## src/rtl/apb_slave_regfile_if.sv

```systemverilog
// APB bus bundle between apb_master and apb_slave_regfile.
// The master modport drives the request side; the slave modport returns the response.
interface apb_slave_regfile_if #(
    parameter int ADDR_WIDTH = 8,
    parameter int DATA_WIDTH = 8
);
    logic                  PSEL_i;
    logic                  PENABLE_i;
    logic                  PWRITE_i;
    logic [ADDR_WIDTH-1:0] PADDR_i;
    logic [DATA_WIDTH-1:0] PWDATA_i;
    logic [DATA_WIDTH-1:0] PRDATA_o;
    logic                  PREADY_o;
    logic                  PSLVERR_o;

    modport master (
        output PSEL_i, PENABLE_i, PWRITE_i, PADDR_i, PWDATA_i,
        input  PRDATA_o, PREADY_o, PSLVERR_o
    );

    modport slave (
        input  PSEL_i, PENABLE_i, PWRITE_i, PADDR_i, PWDATA_i,
        output PRDATA_o, PREADY_o, PSLVERR_o
    );
endinterface

```

## src/rtl/apb_slave_regfile.sv

```systemverilog
// APB register file slave with a fixed number of wait states per transfer.
// Define APB_SLV_ERR_EN to report out-of-range addresses on PSLVERR_o.
module apb_slave_regfile #(
    parameter int ADDR_WIDTH  = 8,
    parameter int DATA_WIDTH  = 8,
    parameter int NUM_REGS    = 32,
    parameter int WAIT_CYCLES = 0
) (
    input logic PCLK_i,
    input logic PRESET_i,
    apb_slave_regfile_if.slave bus
);
    localparam int IDX_W = (NUM_REGS > 1) ? $clog2(NUM_REGS) : 1;

    typedef enum logic {IDLE, ACCESS} state_t;

    state_t                               state_q, state_d;
    logic [3:0]                           cnt_q, cnt_d;
    logic [IDX_W-1:0]                     idx_q, idx_d;
    logic                                 write_q, write_d;
    logic                                 err_q, err_d;
    logic [DATA_WIDTH-1:0]                wdata_q, wdata_d;
    logic [DATA_WIDTH-1:0]                prdata_q, prdata_d;
    logic [NUM_REGS-1:0][DATA_WIDTH-1:0]  regs_q, regs_d;

    logic             pready;
    logic             in_err;
    logic [IDX_W-1:0] in_idx;

    // Out-of-range indices never touch storage, so the truncated index is safe.
    assign in_err = 32'(bus.PADDR_i) >= 32'(NUM_REGS);
    assign in_idx = bus.PADDR_i[IDX_W-1:0];
    assign pready = (state_q == ACCESS) && (cnt_q == 4'd0);

    always_comb begin
        state_d  = state_q;
        cnt_d    = cnt_q;
        idx_d    = idx_q;
        write_d  = write_q;
        err_d    = err_q;
        wdata_d  = wdata_q;
        prdata_d = prdata_q;
        regs_d   = regs_q;
        case (state_q)
            IDLE: begin
                if (bus.PSEL_i && !bus.PENABLE_i) begin
                    idx_d   = in_idx;
                    write_d = bus.PWRITE_i;
                    wdata_d = bus.PWDATA_i;
                    err_d   = in_err;
                    cnt_d   = 4'(WAIT_CYCLES);
                    if (!bus.PWRITE_i)
                        prdata_d = in_err ? '0 : regs_q[in_idx];
                    state_d = ACCESS;
                end
            end
            ACCESS: begin
                if (!bus.PSEL_i) begin
                    state_d = IDLE;
                end else begin
                    if (cnt_q != 4'd0)
                        cnt_d = cnt_q - 4'd1;
                    if (bus.PENABLE_i && pready) begin
                        if (write_q && !err_q)
                            regs_d[idx_q] = wdata_q;
                        state_d = IDLE;
                    end
                end
            end
            default: state_d = IDLE;
        endcase
    end

    always_ff @(posedge PCLK_i) begin
        if (!PRESET_i) begin
            state_q  <= IDLE;
            cnt_q    <= '0;
            idx_q    <= '0;
            write_q  <= 1'b0;
            err_q    <= 1'b0;
            wdata_q  <= '0;
            prdata_q <= '0;
            regs_q   <= '0;
        end else begin
            state_q  <= state_d;
            cnt_q    <= cnt_d;
            idx_q    <= idx_d;
            write_q  <= write_d;
            err_q    <= err_d;
            wdata_q  <= wdata_d;
            prdata_q <= prdata_d;
            regs_q   <= regs_d;
        end
    end

    assign bus.PRDATA_o = prdata_q;
    assign bus.PREADY_o = pready;
`ifdef APB_SLV_ERR_EN
    assign bus.PSLVERR_o = pready & err_q;
`else
    assign bus.PSLVERR_o = 1'b0;
`endif
endmodule

```

## src/flat_wrapper.sv

```systemverilog
// flat-port wrapper written by rule: the top's interface ports become plain ports
module apb_slave_regfile_flat 
#(
    parameter int ADDR_WIDTH  = 8,
    parameter int DATA_WIDTH  = 8,
    parameter int NUM_REGS    = 32,
    parameter int WAIT_CYCLES = 0
)
  (PCLK_i, PRESET_i, bus_PSEL_i, bus_PENABLE_i, bus_PWRITE_i, bus_PADDR_i, bus_PWDATA_i, bus_PRDATA_o, bus_PREADY_o, bus_PSLVERR_o);
  apb_slave_regfile_if #(.ADDR_WIDTH(ADDR_WIDTH), .DATA_WIDTH(DATA_WIDTH)) bus_i ();
  input logic PCLK_i;
  input logic PRESET_i;
  input wire logic [$bits(bus_i.PSEL_i)-1:0] bus_PSEL_i;
  input wire logic [$bits(bus_i.PENABLE_i)-1:0] bus_PENABLE_i;
  input wire logic [$bits(bus_i.PWRITE_i)-1:0] bus_PWRITE_i;
  input wire logic [$bits(bus_i.PADDR_i)-1:0] bus_PADDR_i;
  input wire logic [$bits(bus_i.PWDATA_i)-1:0] bus_PWDATA_i;
  output wire logic [$bits(bus_i.PRDATA_o)-1:0] bus_PRDATA_o;
  output wire logic [$bits(bus_i.PREADY_o)-1:0] bus_PREADY_o;
  output wire logic [$bits(bus_i.PSLVERR_o)-1:0] bus_PSLVERR_o;
  assign bus_i.PSEL_i = bus_PSEL_i;
  assign bus_i.PENABLE_i = bus_PENABLE_i;
  assign bus_i.PWRITE_i = bus_PWRITE_i;
  assign bus_i.PADDR_i = bus_PADDR_i;
  assign bus_i.PWDATA_i = bus_PWDATA_i;
  assign bus_PRDATA_o = bus_i.PRDATA_o;
  assign bus_PREADY_o = bus_i.PREADY_o;
  assign bus_PSLVERR_o = bus_i.PSLVERR_o;
  apb_slave_regfile #(.ADDR_WIDTH(ADDR_WIDTH), .DATA_WIDTH(DATA_WIDTH), .NUM_REGS(NUM_REGS), .WAIT_CYCLES(WAIT_CYCLES)) u_core (.PCLK_i(PCLK_i), .PRESET_i(PRESET_i), .bus(bus_i));
endmodule
```

## config.mk

```make
export PLATFORM = sky130hd
export DESIGN_NAME = apb_slave_regfile_flat
export DESIGN_NICKNAME = d
export VERILOG_FILES = /design/src/rtl/apb_slave_regfile_if.sv /design/src/rtl/apb_slave_regfile.sv /design/src/flat_wrapper.sv
export SDC_FILE = /design/constraint.sdc
export NUM_CORES = 1
export LEC_CHECK = 0
export ABC_AREA = 0
export CORE_MARGIN = 3
export CORE_UTILIZATION = 45
export CTS_CLUSTER_DIAMETER = 30
export DETAILED_ROUTE_END_ITERATION = 6
export PLACE_DENSITY = 0.6
export SETUP_SLACK_MARGIN = 0.2
export SLEW_MARGIN = 20
export SYNTH_ARGS = -nofsm -noshare
export SYNTH_HDL_FRONTEND = slang
export SYNTH_SLANG_ARGS = --single-unit
```

## constraint.sdc

```tcl
create_clock -name PCLK_i -period 3.5 [get_ports PCLK_i]
set_input_delay 0.7 -clock PCLK_i [delete_from_list [all_inputs] [get_ports PCLK_i]]
set_output_delay 0.7 -clock PCLK_i [all_outputs]
set_load 0.05 [all_outputs]
```

## Word-level counts from Yosys, hierarchy flattened

Cells that the tools add are included.

| operators by class | value |
|---|---|
| $add $sub $neg | 1 |
| $lt $le $gt $ge | 4 |
| equal/unequal tests | 3 |
| mux-type cells | 14 |
| bitwise logic cells | 2 |
| reductions and logical operators | 13 |

Operators by type and width:

| operator | count |
|---|---|
| $bwmux W256 | 1 |
| $bmux W8 S5 | 1 |
| $demux W8 S5 | 1 |
| $mux W8 | 3 |
| $lt A5 B6 Y1 const B | 2 |
| $mux W4 | 3 |
| $ge A8 B6 Y1 const B | 1 |
| $pmux W4 S2 | 1 |
| $reduce_and A3 Y1 | 2 |
| $ge A5 B1 Y1 const B | 1 |
| $logic_and A1 B1 Y1 | 5 |
| $logic_not A4 Y1 | 1 |
| $ne A2 B2 Y1 const B | 2 |
| $reduce_and A4 Y1 | 1 |
| $reduce_bool A4 Y1 | 1 |
| $sub A4 B1 Y4 const B | 1 |
| $mux W1 | 3 |
| $logic_not A1 Y1 | 2 |
| $ne A2 B1 Y1 const B | 1 |
| $not A1 Y1 | 2 |
| $pmux W1 S2 | 1 |
| $reduce_and A2 Y1 | 1 |

| word-level totals | value |
|---|---|
| bits in registers | 284 |
| input port bits | 21 |
| output and inout port bits | 10 |
| word-level logic and storage cells | 76 |

## Longest topological paths before layout

Gate-level depths: netlist (run 1).

| depth | value |
|---|---|
| depth after elaboration | 6 |
| depth in mapped cells | 11 |
| depth with buffers taken out | 8 |

## Worst setup path before layout (run 1)

No wires, ideal clock.

| timing | value |
|---|---|
| path type | input -> register |
| start point | in bus_PADDR_i[0] |
| end point | reg u_core.prdata_q[1], in the netlist u_core.bus.PRDATA_o[1] |
| setup time | 0.117 ns |
| data arrival time | 2.233 ns |
| required time | 3.383 ns |
| setup slack | 1.149 ns |
| stages on the path | 7 |
| buffers on the path | 3 |
| cell sequence | buf_2 -> buf_4 -> buf_4 -> mux4_2 -> a21oi_1 -> nand2_1 -> a32o_1 |

| on the way | value |
|---|---|
| word-level cells in the longest chain between the ends | 3 |
| elaborated cells on any way between the ends | 4 |

Ends and longest elaborated chain:

| what | RTL line | RTL |
|---|---|---|
| start: declaration | flat_wrapper.sv:16 | `input wire logic [$bits(bus_i.PADDR_i)-1:0] bus_PADDR_i;` |
| $bmux W8 S5 | apb_slave_regfile.sv:53 | `prdata_d = in_err ? '0 : regs_q[in_idx];` |
| $mux W8 (implied by the code) | apb_slave_regfile.sv:53 |  |
| $mux W8 (*) | apb_slave_regfile.sv:53 |  |
| end signal: assignment | apb_slave_regfile.sv:91 | `prdata_q <= prdata_d;` |
| end: declaration | apb_slave_regfile.sv:23 | `logic [DATA_WIDTH-1:0] prdata_q, prdata_d;` |

Every way passes the cells marked *; elsewhere a longest branch is shown, timed or not. The select of a mux whose other input is x is not followed.
A chain may end at the register's enable or synchronous reset.

## Worst setup path in the final report (run 1)

| timing | value |
|---|---|
| start point | reg u_core.cnt_q[0] |
| end point | out bus_PREADY_o |

| on the way | value |
|---|---|
| word-level cells in the longest chain between the ends | 2 |

Ends and longest elaborated chain:

| what | RTL line | RTL |
|---|---|---|
| start: declaration | apb_slave_regfile.sv:18 | `logic [3:0] cnt_q, cnt_d;` |
| start signal: assignment | apb_slave_regfile.sv:86 | `cnt_q <= cnt_d;` |
| $logic_not A4 Y1 | apb_slave_regfile.sv:33 | `assign pready = (state_q == ACCESS) && (cnt_q == 4'd0);` |
| $logic_and A1 B1 Y1 | apb_slave_regfile.sv:33 |  |
| end: declaration | flat_wrapper.sv:19 | `output wire logic [$bits(bus_i.PREADY_o)-1:0] bus_PREADY_o;` |

No other way between the ends.

==> impl_metrics.tcl, run 1 <==
set metrics [dict create \
    synth_area_leaders "sky130_fd_sc_hd__dfxtp_1 43%, sky130_fd_sc_hd__mux2i_1 15%, sky130_fd_sc_hd__nor2b_1 8.3%, sky130_fd_sc_hd__mux4_2 8.2%, sky130_fd_sc_hd__a21boi_0 5.3%" \
    rsz0062_at_grt "no" \
    post-route-cell-area_mm2 0.0162 \
    holdBufCountCts 0 \
    ctsRootBufferMaster "sky130_fd_sc_hd__clkbuf_16" \
    initial_core_utilization 0.458 \
    fin_tns_setup_ns 0 \
    run_status "completed" \
    floorplan.die.width_um 177 \
    clock_sinks 284 \
    globalRoute.totalOverflow 0 \
    cts_tree "done" \
    count_of_placed_standard_cells_in_the_final_layout_fillers_left_out 1761 \
    hpwlAfterDp_um 21900 \
    peak_freq_ghz 0.337 \
    maxSlewHeadroom 0.396 \
    drtPass1Iterations 5 \
    holdCritStartpoint "u_core.regs_q[168]" \
    port-buffer-count 29 \
    fin_nets 1345 \
    timing.final.setup_violations 0 \
    num_vias 9636 \
    grt_util_all_layers 0.228 \
    h_tree_depth_reported_by_cts 3 \
    num_antenna_cells 0 \
    synth-warning-count 0 \
    worst-setup-path-type "register to output port" \
    power-per-cell-area_mw_per_mm2 624 \
    r2r_start "u_core.cnt_q[0]" \
    synthesis.nets 1319 \
    cp-end-kind "output port" \
    final-hold-violation-count 0 \
    transition_time_of_the_tightest_slew_check_pin_ns 0.905 \
    post-cts-setup-buffer-count 0 \
    proportion_of_layout_cells_with_a_drive_suffix_above_1 0.182 \
    grt_first_pass_wirelength_um 55600 \
    fraction_of_synthesized_cell_area_taken_by_the_top_area_cell_type 0.431 \
    synth-seq-cells 284 \
    gp_congestion 0.808 \
    via_count_of_the_first_global_routing_pass 9550 \
    post-route-drc-count 0 \
    syn-cell-area_mm2 0.0132 \
    required_ns 2.80 \
    post_synth_num_cell_types 54 \
    startpoint_type "register" \
    cts_repair_resized_insts 0 \
    post-layout-total-power_mw 10.1 \
    rows 62 \
    place_inst 1637 \
    post_drt_via_cell_ratio 5.47 \
    ant_nets 0 \
    routedWlPerCell_um 20.1 \
    slew_violations 0 \
    drv.max_cap_violation_count 0 \
    leakagePower_nw 6.40 \
    holdCritPathClass "register to register" \
    part_of_the_cycle_the_worst_path_needs 0.848 \
    finalClockSkew_ns 0.0179 \
    ioPinCount 31 \
    total_die_area_mm2 0.0314 \
    area_growth_pct 23.2 \
    arr_time_crit_path_ns 2.27 \
    synth_sequential_area_ratio 0.431 \
    cp-startpoint "u_core.cnt_q[0]" \
    initialDrtViolationCount 775 \
    vdd_ir_drop_max_mv 0.430 \
    cts_buffers 68 \
    maximum_count_of_clock_buffers_along_a_single_path 3 \
    clk_latency_ns 0.55 \
    drt-total-wl_um 35400 \
    yosys.area.top_type "sky130_fd_sc_hd__dfxtp_1" \
    critPathMaxFanout 8 \
    post_synth_inst_count 1297 \
    clk_pin_slew_worst_paths_ns 0.04 \
    fp.dieH_um 177 \
    fin_crit_ns 2.97 \
    maximum_number_of_pins_on_one_net_before_global_route_repair 131 \
    initial_antenna_violation_count 0 \
    core_area_mm2 0.0288 \
    synth.avg_cell_area_um2 10.2 \
    detailed_place.area_mm2 0.0139 \
]
==> critical path, stage by stage, from the launching register on <==
cell and delay, ns:
sky130_fd_sc_hd__dfxtp_1 0.31, sky130_fd_sc_hd__inv_1 0.07, sky130_fd_sc_hd__ha_1 0.16, sky130_fd_sc_hd__nand4bb_1 0.10
sky130_fd_sc_hd__buf_4 0.19, sky130_fd_sc_hd__clkinv_2 0.08, sky130_fd_sc_hd__clkdlybuf4s50_1 0.80
==> power breakdown <==
part	internal, mW	switching (mW)
logic	0.148	0.202
clock network	4.57	1.91
registers	3.26	0.0446
total	7.98	2.16
==> metrics by stage <==
step | hold WS (ns) | setup WS, ns | util
4_1_cts | 0.454 | 0.509 | 0.565
6_report | 0.450 | 0.532 | 0.565
3_3_place_gp | 0.435 | 0.468 | 0.482
5_1_grt | 0.479 | 0.406 | 0.565
2_1_floorplan | 0.428 | 1.15 | -
3_5_place_dp | 0.445 | 0.417 | 0.482
==> kinds of logic (layout without fill, tap and decap cells) <==
kind of cell               after synthesis  after routing  share of synthesized area
other                                    1              1                   0.000284
and+or+nand+nor                        412            412                      0.173
AOI/OAI and AO/OA                      217            217                      0.112
DFF                                    284            284                      0.431
muxes                                  258            258                      0.243
adders and majority gates                1              1                   0.000948
buffers and inverters                  122            202                     0.0395
xor gates and xnor gates                 2              2                    0.00133
==> final cells by class <==
cell class | count | area, um2
Fill cell | 2484 | 12500
Multi-Input combinational cell | 891 | 7000
Sequential cell | 284 | 5690
Clock buffer | 94 | 1930
Timing Repair Buffer | 73 | 672
Tap cell | 384 | 480
Clock inverter | 30 | 455
Inverter | 5 | 20.0
==> state kept, by name, summed over array words and instances (netlist names) <==
register and cells:
u_core.wdata_q 8, u_core.err_q 1, u_core.cnt_q 4, u_core.regs_q 256, u_core.bus.PRDATA_o 8, u_core.state_q 1
u_core.idx_q 5, u_core.write_q 1
==> cells in the mapped netlist, drive strengths merged <==
cell     instances
o21ai           66
nand3           31
a21oi           11
a221oi           6
a22o             1
a32o             7
clkbuf          80
nor2b          177
and3             5
mux4            48
o22ai            3
nand3b           2
buf             37
dfxtp          284
or3b             1
xor2             1
a222oi           1
nor2            15
clkinv           1
xnor2            1
o221ai           5
nor3             5
nand4            3
nor3b            6
conb             1
and2b            1
a31oi            1
a21boi         102
mux2            14
nand2b           3
ha               1
o21a             2
nand4bb          1
and2             3
nand2          154
inv              4
a22oi            9
nor4             2
and4b            1
mux2i          196
a221o            2
o211a            1
nor4b            2
==> worst paths after layout <==
check             slack (ns)  cells after the start                 end
setup / recovery        0.53                      6        bus_PREADY_o
setup reg to reg        1.05                     11   u_core.regs_q[95]
hold / removal          0.45                      2  u_core.regs_q[168]
hold reg to reg         0.45                      2  u_core.regs_q[168]
==> per-layer routing <==
metal / global-route usage / wire [um] / vias to the layer above
met1: 0.322 / 16700 / 4689
li1: - / - / 4615
met5: 0 / 0 / -
met2: 0.347 / 15800 / 260
met4: 0.0848 / 1020 / 0
met3: 0.0446 / 1850 / 72
==> cells in the final DEF, fill, tap and decap left out, types with 7 or more instances in the layout <==
cell / n
sky130_fd_sc_hd__nand3_2: 16
sky130_fd_sc_hd__a21oi_1: 11
sky130_fd_sc_hd__clkdlybuf4s50_1: 25
sky130_fd_sc_hd__clkinvlp_4: 7
sky130_fd_sc_hd__mux4_2: 48
sky130_fd_sc_hd__a32o_1: 7
sky130_fd_sc_hd__bufinv_16: 10
sky130_fd_sc_hd__o21ai_0: 66
sky130_fd_sc_hd__buf_4: 40
sky130_fd_sc_hd__dfxtp_1: 279
sky130_fd_sc_hd__clkinv_2: 10
sky130_fd_sc_hd__nor2b_1: 176
sky130_fd_sc_hd__a21boi_0: 94
sky130_fd_sc_hd__mux2_2: 14
sky130_fd_sc_hd__clkbuf_16: 70
sky130_fd_sc_hd__a22oi_1: 9
sky130_fd_sc_hd__clkbuf_1: 15
sky130_fd_sc_hd__mux2i_1: 196
sky130_fd_sc_hd__clkbuf_8: 9
sky130_fd_sc_hd__nand2_1: 154
sky130_fd_sc_hd__nor2_1: 14
sky130_fd_sc_hd__a21boi_1: 8
sky130_fd_sc_hd__nand3_1: 14
No activity file was read; power rests on OpenSTA's default activity.
==> inputs of run 2 (changes only) <==
--- a/config.mk
+++ b/config.mk
@@ -10,7 +10,7 @@
 export CORE_UTILIZATION = 45
 export CTS_CLUSTER_DIAMETER = 30
 export DETAILED_ROUTE_END_ITERATION = 6
-export PLACE_DENSITY = 0.6
+export PLACE_DENSITY = 0.62
 export SETUP_SLACK_MARGIN = 0.2
 export SLEW_MARGIN = 20
 export SYNTH_ARGS = -nofsm -noshare
==> constraint.sdc (replaced) <==
create_clock -name PCLK_i -period 2.4 [get_ports PCLK_i]
set_input_delay 0.48 -clock PCLK_i [delete_from_list [all_inputs] [get_ports PCLK_i]]
set_output_delay 0.48 -clock PCLK_i [all_outputs]
set_load 0.05 [all_outputs]
==> run 2 against run 1 <==
  * Clock skew is 0.0053 ns higher
  * Largest power group unchanged
  * Highest routed layer unchanged
  * Sequential power is 45% higher
  * Hold slack worse by 0.059 ns
==> impl_metrics.tcl, run 2 (synthesized netlist as in run 1, its figures left out) <==
set metrics [dict create \
    run_status "completed" \
    clockPowerShare 0.645 \
    drt-total-wl_um 36300 \
    fp.dieH_um 177 \
    maximum_number_of_pins_on_one_net_before_global_route_repair 83 \
    required_ns 1.92 \
    globalRoute.totalOverflow 0 \
    drv.max_cap_violation_count 0 \
    hold_path_end "u_core.state_q" \
    num_vias 9889 \
    drtPass1Iterations 5 \
    port-buffer-count 29 \
    total_die_area_mm2 0.0314 \
    ff2ff_setup_slack_ns 0.34 \
    holdCritPathClass "input pin to register" \
    reg2reg_end "u_core.regs_q[64]" \
    cts_buffers 68 \
    via_count_of_the_first_global_routing_pass 9915 \
    floorplan.die.width_um 177 \
    clk_latency_ns 0.56 \
    final.hold.worst_slack_ns 0.390 \
    clock_sinks 284 \
    initialDrtViolationCount 580 \
    area_growth_pct 28.8 \
    vdd_ir_drop_max_mv 0.660 \
    hpwlAfterDp_um 22900 \
    cp-end-kind "output port" \
    fin_crit_ns 2.13 \
    h_tree_depth_reported_by_cts 3 \
    hold_depth 3 \
    power-per-cell-area_mw_per_mm2 891 \
    ff2ff_path_depth 9 \
    holdCritStartpoint "PRESET_i" \
    place_inst 1690 \
    leakagePower_nw 6.83 \
    ctsRootBufferMaster "sky130_fd_sc_hd__clkbuf_16" \
    ioPinCount 31 \
    netSwitchingPower_mw 3.17 \
    maximum_count_of_clock_buffers_along_a_single_path 3 \
    number_of_flip_flops_in_the_largest_register 256 \
    fill_cells 2379 \
    routedWlPerCell_um 20.0 \
    clk_pin_slew_worst_paths_ns 0.04 \
    rows 62 \
    mostFrequentLayoutCells "284 x sky130_fd_sc_hd__dfxtp_1, 196 x sky130_fd_sc_hd__mux2i_1, 176 x sky130_fd_sc_hd__nor2b_1" \
    rsz0062_at_grt "yes" \
    grt_util_all_layers 0.234 \
    post_drt_via_cell_ratio 5.45 \
    post-route-drc-count 0 \
    transition_time_of_the_tightest_slew_check_pin_ns 0.807 \
    num_antenna_cells 0 \
    ant_nets 0 \
    core_area_mm2 0.0288 \
    cts_tree "done" \
    finalClockSkew_ns 0.0232 \
    r2r_start "u_core.cnt_q[0]" \
    initial_core_utilization 0.458 \
    fin_tns_setup_ns 0 \
    top_register "u_core.regs_q" \
    final-hold-violation-count 0 \
    gp_congestion 0.867 \
    grt_first_pass_wirelength_um 57100 \
    part_of_the_cycle_the_worst_path_needs 0.888 \
    combPwrFrac 0.040 \
    peak_freq_ghz 0.469 \
    maxSlewHeadroom 0.461 \
    mostFrequentLayoutCell "sky130_fd_sc_hd__dfxtp_1" \
    slew_violations 0 \
    power.switching_fraction 0.209 \
    fin_nets 1400 \
    initial_antenna_violation_count 0 \
    arr_time_crit_path_ns 1.65 \
    startpoint_type "register" \
    power_frac_seq 0.315 \
    critPathMaxFanout 7 \
    timing.final.setup_violations 0 \
    proportion_of_layout_cells_with_a_drive_suffix_above_1 0.214 \
    worst-setup-path-type "register to output port" \
    count_of_placed_standard_cells_in_the_final_layout_fillers_left_out 1813 \
    power.internal_mw 12.0 \
]
==> run 2: repair_timing <==
| item | in CTS | in global routing |
|---|---|---|
| buffers inserted | 0 | 2 |
| endpoints found under the setup margin | 41 | 84 |
| hold buffers | 0 | 0 |
| pin swaps | 0 | 1 |
| gates resized for setup | 11 | 5 |
==> run 2: layout make-up <==
type                            count  area [um2]  share of cell area
Clock buffer                       91        1960               0.115
Multi-Input combinational cell    891        7060               0.415
Clock inverter                     30         493              0.0290
Timing Repair Buffer              128        1300              0.0763
Tap cell                          384         480              0.0283
Sequential cell                   284        5690               0.335
Inverter                            5        20.0             0.00118
==> run 2: metal layers <==
layer | routed length [um] | GRT usage | up-vias
met5 | 0 | 0 | -
met4 | 1140 | 0.0913 | 0
met3 | 1450 | 0.0408 | 82
met2 | 17500 | 0.389 | 219
met1 | 16200 | 0.303 | 4861
li1 | - | - | 4727
==> run 2: worst max-delay path: stages, from the launching register on <==
cell	delay, ns
sky130_fd_sc_hd__dfxtp_1	0.34
sky130_fd_sc_hd__inv_1	0.07
sky130_fd_sc_hd__ha_1	0.25
sky130_fd_sc_hd__nand4bb_4	0.15
sky130_fd_sc_hd__clkinv_2	0.13
sky130_fd_sc_hd__buf_12	0.17
==> run 2: worst max-delay path by stage <==
stage | start | to | cells after the start
6_report | u_core.cnt_q[0] | bus_PREADY_o | 5
5_1_grt | u_core.cnt_q[0] | u_core.regs_q[62] | 9
4_1_cts | u_core.cnt_q[0] | u_core.regs_q[52] | 8
3_5_place_dp | bus_PENABLE_i | u_core.regs_q[76] | 7
3_3_place_gp | bus_PENABLE_i | u_core.regs_q[111] | 7
2_1_floorplan | bus_PADDR_i[0] | u_core.bus.PRDATA_o[1] | 7
==> run 2: power groups by stage <==
stage	combinational (mW)	clock [mW]	sequential [mW]
global placement	0.583	0	4.86
floorplan	0.374	0	4.85
global route	0.634	10.1	4.77
finish	0.599	9.77	4.78
CTS	0.593	9.89	4.78
detailed placement	0.589	0	4.86
==> run 2: stage by stage <==
| stage | power (mW) | utilization | setup slack [ns] | instance area [um2] |
|---|---|---|---|---|
| final | 15.1 | 0.591 | 0.269 | 17000 |
| after global placement | 5.44 | 0.503 | 0.0218 | 14500 |
| after CTS | 15.3 | 0.589 | 0.192 | 16900 |
| after global routing | 15.6 | 0.591 | 0.158 | 17000 |
| after floorplan | 5.22 | - | 0.269 | 13200 |
| after detailed placement | 5.45 | 0.503 | 0.00759 | 14500 |
